--- config.mk ---
export PLATFORM = sky130hd
export DESIGN_NAME = sat_counter
export DESIGN_NICKNAME = d
export VERILOG_FILES = /design/src/rtl/sat_counter.sv
export SDC_FILE = /design/constraint.sdc
export NUM_CORES = 1
export LEC_CHECK = 0
export ABC_AREA = 1
export BUFFER_PORTS_ARGS = -buffer_cell sky130_fd_sc_hd__buf_2
export CORE_AREA = 10 10 47 49
export CTS_CLUSTER_DIAMETER = 60
export CTS_CLUSTER_SIZE = 14
export DETAILED_ROUTE_END_ITERATION = 12
export DIE_AREA = 0 0 57 59
export SLEW_MARGIN = 20
export SYNTH_ARGS = -nofsm -noshare
export SYNTH_HDL_FRONTEND = slang
export SYNTH_SLANG_ARGS = --single-unit
--- constraint.sdc ---
create_clock -name clk -period 1.4 [get_ports clk]
set_input_delay 0.07 -clock clk [delete_from_list [all_inputs] [get_ports clk]]
set_output_delay 0.07 -clock clk [all_outputs]
set_load 0.02 [all_outputs]
--- src/rtl/sat_counter.sv ---
// sat_counter: saturating up-counter with clear-then-increment semantics.
// Ports: clk, rstb (async low), inc, clr, cnt[W-1:0].
module sat_counter #(
   parameter int W = 8
) (
   input  logic         clk,
   input  logic         rstb,
   input  logic         inc,
   input  logic         clr,
   output logic [W-1:0] cnt
);

   localparam logic [W-1:0] MAX = '1;

   logic [W-1:0] cnt_q;
   logic [W-1:0] cnt_d;

   // A clear on the same edge as an increment leaves the count at one.
   always_comb begin
      cnt_d = cnt_q;
      if (clr) begin
         cnt_d = inc ? W'(1) : '0;
      end else if (inc && cnt_q != MAX) begin
         cnt_d = cnt_q + W'(1);
      end
   end

   always_ff @(posedge clk or negedge rstb) begin
      if (!rstb) begin
         cnt_q <= '0;
      end else begin
         cnt_q <= cnt_d;
      end
   end

   assign cnt = cnt_q;

endmodule

==> flow_summary.ini <==
[run_status]
outcome = finished clean

[logic_synthesis]
ys_seq_area_share_pct = 38.55
yosysWarningCount = 0
ys_types = 18
yosys.area.top_type_share_pct = 38.55
post-synth-top-area-cell = dfrtp_1
synth_cells = 69
syn_area_um2 = 519.2
ys_ff_latch = 8
synthesis.area_per_instance_um2 = 7.525
syn_nets = 74
ys_top_cells_by_area = dfrtp_1, nand2_1, nand3_1

[place]
dpl_cell_area_um2 = 603.1
finalWeightedCongestion = 0.7597
dp.cells = 97
dpl.hpwl_um = 936.5
place.port_buffers = 11

[sta]
post-route-min-period_ps = 1293
fmax_ghz = 0.7731
drv_slew = 0
hold_viol_final = 0
finalSetupViolCount = 0
fin_crit_sh_pct = 92.39
clock-skew-final_ps = 6.750
timing.hold.ws_ps = 88.74
worstMarginPinSlew_ps = 311.2
rsz0062_at_grt = no
relSlewSlack_pct = 79.12

[floorplanning]
core_area_mm2 = 0.001401
initial_core_util_pct = 37.05
row_count = 14
die_w_um = 57
ios = 12
die-area_mm2 = 0.003363
fp.dieH_um = 59

[routing]
num_vias = 512
via_per_inst = 5.020
drc = 0
drt_iter0_drc = 16
antenna_left = 0
firstDrtPassIters = 4
routed_wirelength_mm = 1.251
wl_per_cell_um = 12.26

[layout]
postLayoutCoreUtil_pct = 46.70
seqCellArea_um2 = 201.4
antennaDiodeCount = 0
layout.cells.non_filler = 102
largest_reg_flops = 8
drive_gt1_share_pct = 31.40
synthToLayoutAreaGrowth_pct = 26.02
multi_input_area_um2 = 300.3
final_cell_mix = nand2_1, buf_2, nand3_1, inv_1, dfrtp_1
nNetsFinal = 92
final_common_cell = nand2_1
stdcell_area_um2 = 654.4
nFillCells = 159

[clock_tree]
cts_setup_buffers = 0
clock_latency_ps = 260
htreeDepth = 1
cts.sinks = 8
cts-root-buf = clkbuf_4
cts_buffers = 3
path_clk_slew_ps = 60
clock_path_buffers = 2
cts_tree = done

[pwr]
irDropWorstVdd_v = 0.0004185
power.leakage_uw = 0.0003710
p_per_area_mw_per_mm2 = 812.0

[setup_path]
crit_path_max_fanout = 8
path_class = reg -> reg
critPathLaunchType = flip-flop
critPathRequiredTime_ps = 1550
end_kind = flip-flop
timing.critical_path.arrival_ps = 1440

[min_path]
min_path_type = in -> reg

[global_route]
first_global_vias = 537
grt_max_degree = 11
grt_pass1_wl_mm = 2.235
grt-ovfl-total = 0
grt_use_total_pct = 8.073
grt_antenna_before_repair = 0

[run]
drv_cap = 0
==> per-stage QoR <==
step / worst slack, ps / TNS, ps / power [µW]
floorplan: 6.025 / 0 / 293.2
CTS: 32.92 / 0 / 528.7
detailed placement: -18.92 / -31.04 / 329.9
global placement: -1.838 / -1.838 / 329.6
finish: 106.5 / 0 / 531.4
global route: 21.44 / 0 / 557.4
==> final timing paths <==
check,startpoint,to,slack [ps],cells past startpoint
max reg2reg,cnt[0],cnt[3],110,8
max in group asynchronous,rstb,cnt[0],1020,2
min,clr,cnt[0],90,3
max,cnt[0],cnt[3],110,8
min in group asynchronous,rstb,cnt[1],190,2
min reg2reg,cnt[7],cnt[7],570,2
==> cells in the mapped netlist <==
| cell type | count |
|---|---|
| o21ai_2 | 2 |
| inv_1 | 8 |
| nand2_2 | 2 |
| nand4_1 | 2 |
| a21boi_0 | 1 |
| nor2_1 | 6 |
| nand2_4 | 1 |
| clkinv_1 | 1 |
| dfrtp_1 | 8 |
| nor3_1 | 1 |
| nand2_1 | 19 |
| nor2_4 | 1 |
| nor2_2 | 2 |
| xor2_1 | 1 |
| a21oi_1 | 2 |
| ha_1 | 1 |
| nand3_1 | 10 |
| nand2_8 | 1 |
==> logic make-up after synthesis <==
| kind of cell | count (synthesis) | synth area share [%] |
|---|---|---|
| AOI/OAI and AO/OA | 5 | 6.748 |
| DFF | 8 | 38.55 |
| buffers and inverters | 9 | 6.506 |
| adders and majority gates | 1 | 2.409 |
| xor gates and xnor gates | 1 | 1.687 |
| and+or+nand+nor | 45 | 44.09 |
==> worst max-delay path, stage by stage, from the launching register on <==
cell     delay, ps
dfrtp_2        400
ha_2           220
nand2_4         80
nor2_4         120
nand2_4         80
nand2_8         90
nand2_2         60
nand2_1         70
nand2_1         40
==> power by group <==
group	total, µW	leakage (µW)	internal [µW]	switching, µW
logic	81.0	0.000248	30.3	50.7
clock network	201	0.0000150	110	91.0
registers	250	0.000108	240	9.39
==> repair_timing <==
action                     in CTS  in global routing
cloned                          0                  0
hold endpoints to repair        8                  0
setup endpoints to repair       3                  8
hold buffers                    1                  0
resized for setup               1                  4
==> final cells by class <==
class / count / area share (%)
clock buffer: 4 / 4.015
inverter: 9 / 5.163
multi-input combinational: 52 / 45.89
sequential: 8 / 30.78
tap: 16 / 3.059
timing repair buffer: 13 / 11.09
==> metal layers <==
metal  vias up  global-route usage, %  wire length (µm)
li1        254                      -                 -
met1       240                  9.014               537
met2        16                  12.56               614
met3         2                  2.790                89
met4         0                  5.705                10
met5         -                      0                 0
Power figures use the tool's default switching activity.
